===== config.mk =====
export PLATFORM = sky130hd
export DESIGN_NAME = bob_ctrl_flat
export DESIGN_NICKNAME = d
export VERILOG_FILES = /design/src/rtl/bob_ctrl_if.sv /design/src/rtl/bob_ctrl.sv /design/src/flat_wrapper.sv
export SDC_FILE = /design/constraint.sdc
export NUM_CORES = 1
export LEC_CHECK = 0
export CAP_MARGIN = 20
export CORE_AREA = 2 2 62 64
export DETAILED_ROUTE_END_ITERATION = 6
export DIE_AREA = 0 0 64 66
export SYNTH_ARGS = -nofsm -noshare
export SYNTH_HDL_FRONTEND = slang
export SYNTH_SLANG_ARGS = --single-unit

===== constraint.sdc =====
create_clock -name clock -period 2.7 [get_ports clock]
set_input_delay 0.405 -clock clock [delete_from_list [all_inputs] [get_ports clock]]
set_output_delay 0.405 -clock clock [all_outputs]
set_load 0.05 [all_outputs]

===== src/rtl/bob_ctrl_if.sv =====
// Fetch/retire/RAM-index bundle for the branch ordering buffer controller.
// The controller takes the slave modport; the surrounding pipeline drives the master side.
interface bob_ctrl_if #(
    parameter int LOGDEPTH = 4
);
    logic                alloc_req_i;
    logic                alloc_gnt_o;
    logic [LOGDEPTH-1:0] wr_idx_o;
    logic                wr_en_o;
    logic                retire_vld_i;
    logic                retire_mispred_i;
    logic [LOGDEPTH-1:0] rd_idx_o;
    logic                head_vld_o;
    logic                restore_vld_o;
    logic                flush_o;
    logic                stall_o;
    logic [LOGDEPTH:0]   count_o;
    logic                err_underflow_o;

    modport slave (
        input  alloc_req_i, retire_vld_i, retire_mispred_i,
        output alloc_gnt_o, wr_idx_o, wr_en_o, rd_idx_o, head_vld_o,
               restore_vld_o, flush_o, stall_o, count_o, err_underflow_o
    );

    modport master (
        output alloc_req_i, retire_vld_i, retire_mispred_i,
        input  alloc_gnt_o, wr_idx_o, wr_en_o, rd_idx_o, head_vld_o,
               restore_vld_o, flush_o, stall_o, count_o, err_underflow_o
    );
endinterface


===== src/rtl/bob_ctrl.sv =====
// Branch ordering buffer pointer/occupancy controller with misprediction recovery sequencer.
// Optional BOB_CTRL_FULL_BYPASS_EN: grant an alloc while full when a clean retire frees the head slot.
module bob_ctrl #(
    parameter int DEPTH    = 16,
    parameter int LOGDEPTH = 4
) (
    input  logic       clock,
    input  logic       reset,
    bob_ctrl_if.slave  bus
);
    typedef enum logic [1:0] {RUN, RDWAIT, RESTORE, FLUSH} state_t;

    state_t              state;
    logic [LOGDEPTH-1:0] head;
    logic [LOGDEPTH-1:0] tail;
    logic [LOGDEPTH-1:0] cap_idx;
    logic [LOGDEPTH:0]   count;
    logic                err_underflow;

    logic full;
    logic in_run;
    logic retire_ok;
    logic mispred;
    logic clean_retire;
    logic bypass_ok;
    logic alloc_gnt;

    always_comb begin
        full         = (count == (LOGDEPTH+1)'(DEPTH));
        in_run       = (state == RUN);
        retire_ok    = in_run & bus.retire_vld_i & (count != '0);
        mispred      = retire_ok & bus.retire_mispred_i;
        clean_retire = retire_ok & ~bus.retire_mispred_i;
`ifdef BOB_CTRL_FULL_BYPASS_EN
        bypass_ok    = clean_retire;
`else
        bypass_ok    = 1'b0;
`endif
        // A mispredicting retire blocks allocation: the slot would be flushed anyway.
        alloc_gnt    = in_run & bus.alloc_req_i & ~mispred & (~full | bypass_ok);
    end

    always_ff @(posedge clock) begin
        if (reset) begin
            state         <= RUN;
            head          <= '0;
            tail          <= '0;
            count         <= '0;
            err_underflow <= 1'b0;
        end else begin
            case (state)
                RUN: begin
                    if (alloc_gnt)
                        tail <= tail + 1'b1;
                    if (clean_retire)
                        head <= head + 1'b1;
                    if (bus.retire_vld_i && count == '0)
                        err_underflow <= 1'b1;
                    case ({alloc_gnt, clean_retire})
                        2'b10:   count <= count + 1'b1;
                        2'b01:   count <= count - 1'b1;
                        default: count <= count;
                    endcase
                    if (mispred)
                        state <= RDWAIT;
                end
                RDWAIT:  state <= RESTORE;
                RESTORE: state <= FLUSH;
                FLUSH: begin
                    head  <= '0;
                    tail  <= '0;
                    count <= '0;
                    state <= RUN;
                end
                default: state <= RUN;
            endcase
        end
    end

    // Captured head index steers the RAM read for the whole recovery sequence.
    always_ff @(posedge clock) begin
        if (mispred)
            cap_idx <= head;
    end

    assign bus.alloc_gnt_o     = alloc_gnt;
    assign bus.wr_en_o         = alloc_gnt;
    assign bus.wr_idx_o        = tail;
    assign bus.rd_idx_o        = in_run ? head : cap_idx;
    assign bus.head_vld_o      = in_run & (count != '0);
    assign bus.restore_vld_o   = (state == RESTORE);
    assign bus.flush_o         = (state == FLUSH);
    assign bus.stall_o         = (full & ~bypass_ok) | ~in_run;
    assign bus.count_o         = count;
    assign bus.err_underflow_o = err_underflow;
endmodule

===== src/flat_wrapper.sv =====
// flat-port wrapper written by rule: the top's interface ports become plain ports
module bob_ctrl_flat 
#(
    parameter int DEPTH    = 16,
    parameter int LOGDEPTH = 4
)
  (clock, reset, bus_alloc_req_i, bus_retire_vld_i, bus_retire_mispred_i, bus_alloc_gnt_o, bus_wr_idx_o, bus_wr_en_o, bus_rd_idx_o, bus_head_vld_o, bus_restore_vld_o, bus_flush_o, bus_stall_o, bus_count_o, bus_err_underflow_o);
  bob_ctrl_if #(.LOGDEPTH(LOGDEPTH)) bus_i ();
  input  logic clock;
  input  logic reset;
  input wire logic [$bits(bus_i.alloc_req_i)-1:0] bus_alloc_req_i;
  input wire logic [$bits(bus_i.retire_vld_i)-1:0] bus_retire_vld_i;
  input wire logic [$bits(bus_i.retire_mispred_i)-1:0] bus_retire_mispred_i;
  output wire logic [$bits(bus_i.alloc_gnt_o)-1:0] bus_alloc_gnt_o;
  output wire logic [$bits(bus_i.wr_idx_o)-1:0] bus_wr_idx_o;
  output wire logic [$bits(bus_i.wr_en_o)-1:0] bus_wr_en_o;
  output wire logic [$bits(bus_i.rd_idx_o)-1:0] bus_rd_idx_o;
  output wire logic [$bits(bus_i.head_vld_o)-1:0] bus_head_vld_o;
  output wire logic [$bits(bus_i.restore_vld_o)-1:0] bus_restore_vld_o;
  output wire logic [$bits(bus_i.flush_o)-1:0] bus_flush_o;
  output wire logic [$bits(bus_i.stall_o)-1:0] bus_stall_o;
  output wire logic [$bits(bus_i.count_o)-1:0] bus_count_o;
  output wire logic [$bits(bus_i.err_underflow_o)-1:0] bus_err_underflow_o;
  assign bus_i.alloc_req_i = bus_alloc_req_i;
  assign bus_i.retire_vld_i = bus_retire_vld_i;
  assign bus_i.retire_mispred_i = bus_retire_mispred_i;
  assign bus_alloc_gnt_o = bus_i.alloc_gnt_o;
  assign bus_wr_idx_o = bus_i.wr_idx_o;
  assign bus_wr_en_o = bus_i.wr_en_o;
  assign bus_rd_idx_o = bus_i.rd_idx_o;
  assign bus_head_vld_o = bus_i.head_vld_o;
  assign bus_restore_vld_o = bus_i.restore_vld_o;
  assign bus_flush_o = bus_i.flush_o;
  assign bus_stall_o = bus_i.stall_o;
  assign bus_count_o = bus_i.count_o;
  assign bus_err_underflow_o = bus_i.err_underflow_o;
  bob_ctrl #(.DEPTH(DEPTH), .LOGDEPTH(LOGDEPTH)) u_core (.clock(clock), .reset(reset), .bus(bus_i));
endmodule

Yosys cells after proc, flatten, opt, wreduce, memory -nomap -nowiden
Index checks and enable logic that the tools add are counted.

Input bits: 5. Flip-flop bits (word level): 20. Memories kept: 0. Memory bits (read-only): 0. Output and inout bits: 20. Latch bits: 0. RAM bits: 0. Word-level logic and storage cells: 51.

$add $sub $neg: 4. Reductions and logical operators: 9. Multiplexer cells: 9. Multipliers: 0. Shifts and indexed selects: 0. Div/mod/pow operators: 0. Order comparisons: 0. Equality and inequality tests: 10. Bitwise operators: 13.

Operators with widths (number): one-hot mux 5 bit (2 select lines) (2); one-hot mux 4 bit (2 select lines) (2); two-way mux 4 bit (3); adder 4 x 1 -> 4 bit (second input constant) (2); AND 1 bit (8); one-hot mux 2 bit (4 select lines) (1); AND reduction 2 bit (4); == test 2 bit (second input constant) (3); != test 2 bit (second input constant) (3); adder 5 x 1 -> 5 bit (second input constant) (1); == test 5 bit (second input constant) (1); zero test 5 bit (1); nonzero test 5 bit (1); subtractor 5 x 1 -> 5 bit (second input constant) (1); == test 2 x 1 -> 1 bit (second input constant) (2); inverter 1 bit (4); != test 3 bit (second input constant) (1); zero test 2 bit (1); two-way mux 2 bit (1); nonzero test 2 bit (1); logical AND 1 bit (1); bitwise OR 1 bit (1).

Logic depth before layout (Yosys ltp)
Depth in word-level cells: 10. Gate-level depth with buffers: 11. Gate-level depth less buffers: 11.

Worst setup path after synthesis
OpenSTA, ideal clock, no wires.

Kind: reg2out. From: reg u_core.count[1] (netlist: u_core.bus.count_o[1]). To: out bus_wr_en_o. Required time: 2295 ps. Stages on the path, launching flop included: 7. Setup slack: -316 ps. Buffers on the path: 2. Arrival: 2611 ps. Path through: dfxtp_1 buf_2 nor4_4 a21boi_1 inv_2 nor2_1 buf_4.

Word-level cells in the longest chain between the ends: 6.

Ends and longest elaborated chain: from (decl) (line bob_ctrl.sv:17) `logic [LOGDEPTH:0] count;`; from (signal assigned) (line bob_ctrl.sv:60) `2'b10: count <= count + 1'b1;`; from (signal assigned) (line bob_ctrl.sv:61) `2'b01: count <= count - 1'b1;`; from (signal assigned) (line bob_ctrl.sv:62) `default: count <= count;`; nonzero test 5 bit (line bob_ctrl.sv:31) `retire_ok = in_run & bus.retire_vld_i & (count != '0);`; AND 1 bit (line bob_ctrl.sv:31); AND 1 bit (line bob_ctrl.sv:32) `mispred = retire_ok & bus.retire_mispred_i;`; inverter 1 bit (line bob_ctrl.sv:40) `alloc_gnt = in_run & bus.alloc_req_i & ~mispred & (~full | bypass_ok);`; AND 1 bit (line bob_ctrl.sv:40); AND 1 bit (*) (line bob_ctrl.sv:40); to (decl) (line flat_wrapper.sv:16) `output wire logic [$bits(bus_i.wr_en_o)-1:0] bus_wr_en_o;`.

Mark *: on every way between the ends. The rest lies on a longest branch, timed or not.

Final worst setup path
From: reg u_core.state[0]. To: out bus_rd_idx_o[3].

Word-level cells in the longest chain between the ends: 2.

Ends and longest elaborated chain: from (decl) (line bob_ctrl.sv:13) `state_t state;`; from (signal assigned) (line bob_ctrl.sv:45) `state <= RUN;`; from (signal assigned) (line bob_ctrl.sv:65) `state <= RDWAIT;`; from (signal assigned) (line bob_ctrl.sv:67) `RDWAIT: state <= RESTORE;`; zero test 2 bit (line bob_ctrl.sv:30) `in_run = (state == RUN);`; two-way mux 4 bit (line bob_ctrl.sv:89) `assign bus.rd_idx_o = in_run ? head : cap_idx;`; to (decl) (line flat_wrapper.sv:17) `output wire logic [$bits(bus_i.rd_idx_o)-1:0] bus_rd_idx_o;`.

No other way between the ends.

==> qor.csv <==
stage;metric;value;unit
clock_tree;cts hold-fix bufs;0;
power;Cell Pwr Density;1199;nW/um^2
clock_tree;# H-tree levels;1;
global_route;GRT Overall Usage;0.1450;
synth;sequential fraction of the synthesis area;0.3534;
clock_tree;Root Buffer;clkbuf_4;
synth;Synth area leader;dfxtp_1;
sta;Period Utilization, post-route;0.9535;
sta;fin crit period;2575;ps
synth;Mean Syn Cell Area;8.901;sq um
detailed_routing;first drt pass iteration count;4;
job;Max Cap Viol;0;
sta;fin worst setup slack;125.5;ps
worst_hold_path;hold path start;u_core.bus.err_underflow_o;
sta;hold slack;504.2;ps
critical_path;r2r setup slk;150;ps
detailed_routing;DR vias/cell;5.311;
synth;post-synth top area share;0.2570;
power;maximum VDD drop;0.6372;mV
power;Leak;0.6913;nW
synth;Cells after Synth;140;
placement;GPL Wtd Cong;0.8610;
final_layout;Design Area, Final;1694;sq um
clock_tree;Worst-Skew Late Latency;300;ps
placement;Placed Instance Area;1617;sq um
final_layout;non-filler cells, final;219;
final_layout;area growth from synthesis to final layout;35.94;%
synth;#FFs+latches synth;20;
critical_path;CP Buf/Inv Count;3;
sta;final setup vio count;0;
detailed_routing;WL/cell;13.57;um
worst_hold_path;hold path endpoint;u_core.bus.err_underflow_o;
critical_path;Critical-path top delay cell;clkdlybuf4s50_1;
global_route;vias in the first global route;1069;
synth;asr flop ratio synth;0;
floorplan;I/O pin cnt;25;
clock_tree;CTS tree;yes;
run_status;status;finished clean;
global_route;first-pass GRT wire length;4892;um
synth;unique cell type count in the Yosys netlist;49;
placement;DP Wirelength;2193;um
sta;Final Hold Vio Count;0;
placement;Setup WS pre-CTS;-116.1;ps
power;Power Total;2.032;mW
global_route;initial antenna violation count;0;
sta;Slew Viols, Final;0;
critical_path;CP required;2300;ps
detailed_routing;initial drt markers;26;
sta;Worst Skew;4.657;ps
critical_path;crit path launch type;register;
floorplan;chip height;66;um
clock_tree;clk sinks;20;
synth;Post-synth EDFFs;4;
placement;placed cells;214;
final_layout;# fillers;345;
critical_path;Crit Reg-Reg Endpoint;u_core.bus.count_o[4];
critical_path;CP Class;register to output pin;
critical_path;Crit path arrival time;2170;ps
synth;Mapped Area;1246;sq um
final_layout;# diodes;0;
synth;commonest cells in the netlist;dfxtp_1, nor2_1, ha_1, nand2_1, a21oi_1;
final_layout;Final #Nets;185;
critical_path;worst r2r src;u_core.state[0];
final_layout;layout cells sized above 1;0.1930;
floorplan;Die W;64;um
critical_path;CP endpoint kind;output pin;
detailed_routing;DRC;0;
worst_hold_path;Hold Path Class;register to register;
sta;worst slew pin tran;662.7;ps
detailed_routing;total number of vias;1163;
global_route;largest net degree at the start of global routing;21;
synth;Synth Warn #;0;
critical_path;cells on worst reg2reg path;11;
critical_path;CP max FO;7;
critical_path;worst path cell trace;inv_1 > ha_4 > buf_4 > mux2_2 > clkdlybuf4s50_1;
worst_hold_path;WHS Path Cells;2;
critical_path;Worst path top cell family by delay;buffers and inverters;
sta;Slew headroom;0.5568;
synth;Post-Syn Nets;153;
clock_tree;clk slew on worst S/H paths;120;ps
synth;largest cells by area after synthesis;dfxtp_1, edfxtp_1, ha_1;
detailed_routing;WL final;2972;um
floorplan;# rows;22;
floorplan;Starting Density;0.3510;
clock_tree;Clock Tree Buf Depth;2;
critical_path;max incr delay on CP;790;ps
floorplan;core area;3551;sq um
placement;PortBufs;24;
detailed_routing;Routed Antenna Nets;0;
global_route;remaining global-route overflow;0;
sta;Max Freq;0.3884;GHz
clock_tree;CTS Buf Count;3;
floorplan;Die Area;4224;sq um
synth;Top FF cell, synth;dfxtp_1;
==> placed cells by master (no fill, tap or decap), types with 3 or more instances in the layout <==
cell type / instances
nor2b_1: 4
o21ai_1: 3
nand3_1: 5
clkdlybuf4s50_1: 17
buf_4: 12
nor2_1: 15
ha_1: 6
inv_1: 5
a21oi_1: 7
mux2_2: 4
mux2i_1: 3
or4_1: 4
o21ai_0: 3
dfxtp_1: 13
dlymetal6s2s_1: 3
nand3b_1: 3
clkbuf_4: 3
edfxtp_1: 4
nand2_1: 8
a31oi_1: 5
==> where the power goes <==
part	total, mW	internal (mW)	switching (mW)
clock	0.248	0.150	0.0982
sequential	0.460	0.377	0.0822
combinational	1.32	0.508	0.816
total	2.03	1.04	0.997
==> per-stage QoR <==
step | util | TNS (ps)
finish | 0.4771 | 0
CTS | 0.4693 | 0
detailed placement | 0.4553 | -116.1
floorplan | - | -10.36
global route | 0.4771 | -14.63
global placement | 0.4553 | 0
==> registers in the layout (all words and copies together), names as in the netlist <==
register and count:
u_core.cap_idx 4, u_core.head 4, u_core.bus.count_o 5, u_core.bus.wr_idx_o 4
u_core.state 2, u_core.bus.err_underflow_o 1
==> worst min-delay path: cells and delay by family, from the launching register on <==
family,cells,cell delay (ps)
AND/OR/NAND/NOR,1,70
AO/OA/AOI/OAI,1,50
flip-flops,1,360
==> metal layers <==
metal / GRT usage / part of all wire / vias to the layer above
li1: - / - / 578
met1: 0.1893 / 0.47 / 547
met2: 0.2409 / 0.47 / 34
met3: 0.02555 / 0.050 / 4
met4: 0.04891 / 0.0091 / 0
met5: 0 / 0 / -
==> kinds of logic after synthesis <==
logic type      after synthesis  share of synthesized area
buf+inv                      15                    0.05623
flops                        20                     0.3534
compound gates               35                     0.1918
xor+xnor                      2                    0.01406
fa+ha+maj                     8                    0.08032
simple gates                 52                     0.2360
mux                           8                    0.06827
==> timing repair <==
action | CTS | global route
endpoints found under the hold margin | 0 | 0
resized for setup | 2 | 5
buffers inserted | 0 | 1
setup endpoints to repair | 2 | 5
==> final cells by class <==
class,count,area (sq um),area share
sequential,20,446.7,0.2637
inverter,6,22.52,0.01329
clock buffer,3,22.52,0.01329
tap,48,60.06,0.03545
multi-input combinational,105,757.0,0.4468
clock inverter,1,30.03,0.01773
timing repair buffer,36,355.3,0.2097
==> worst max path at each step <==
stage | from | end | slack [ps] | cells after the start
after floorplan | u_core.bus.count_o[1] | u_core.bus.count_o[4] | -10 | 10
after global placement | bus_retire_mispred_i | u_core.bus.count_o[4] | 50 | 10
after detailed placement | bus_retire_mispred_i | u_core.bus.count_o[4] | -120 | 10
after CTS | u_core.state[0] | bus_rd_idx_o[2] | 60 | 5
after global routing | u_core.state[0] | u_core.bus.count_o[4] | -10 | 11
final | u_core.state[0] | bus_rd_idx_o[3] | 130 | 5
Power figures use the tool's default switching activity.
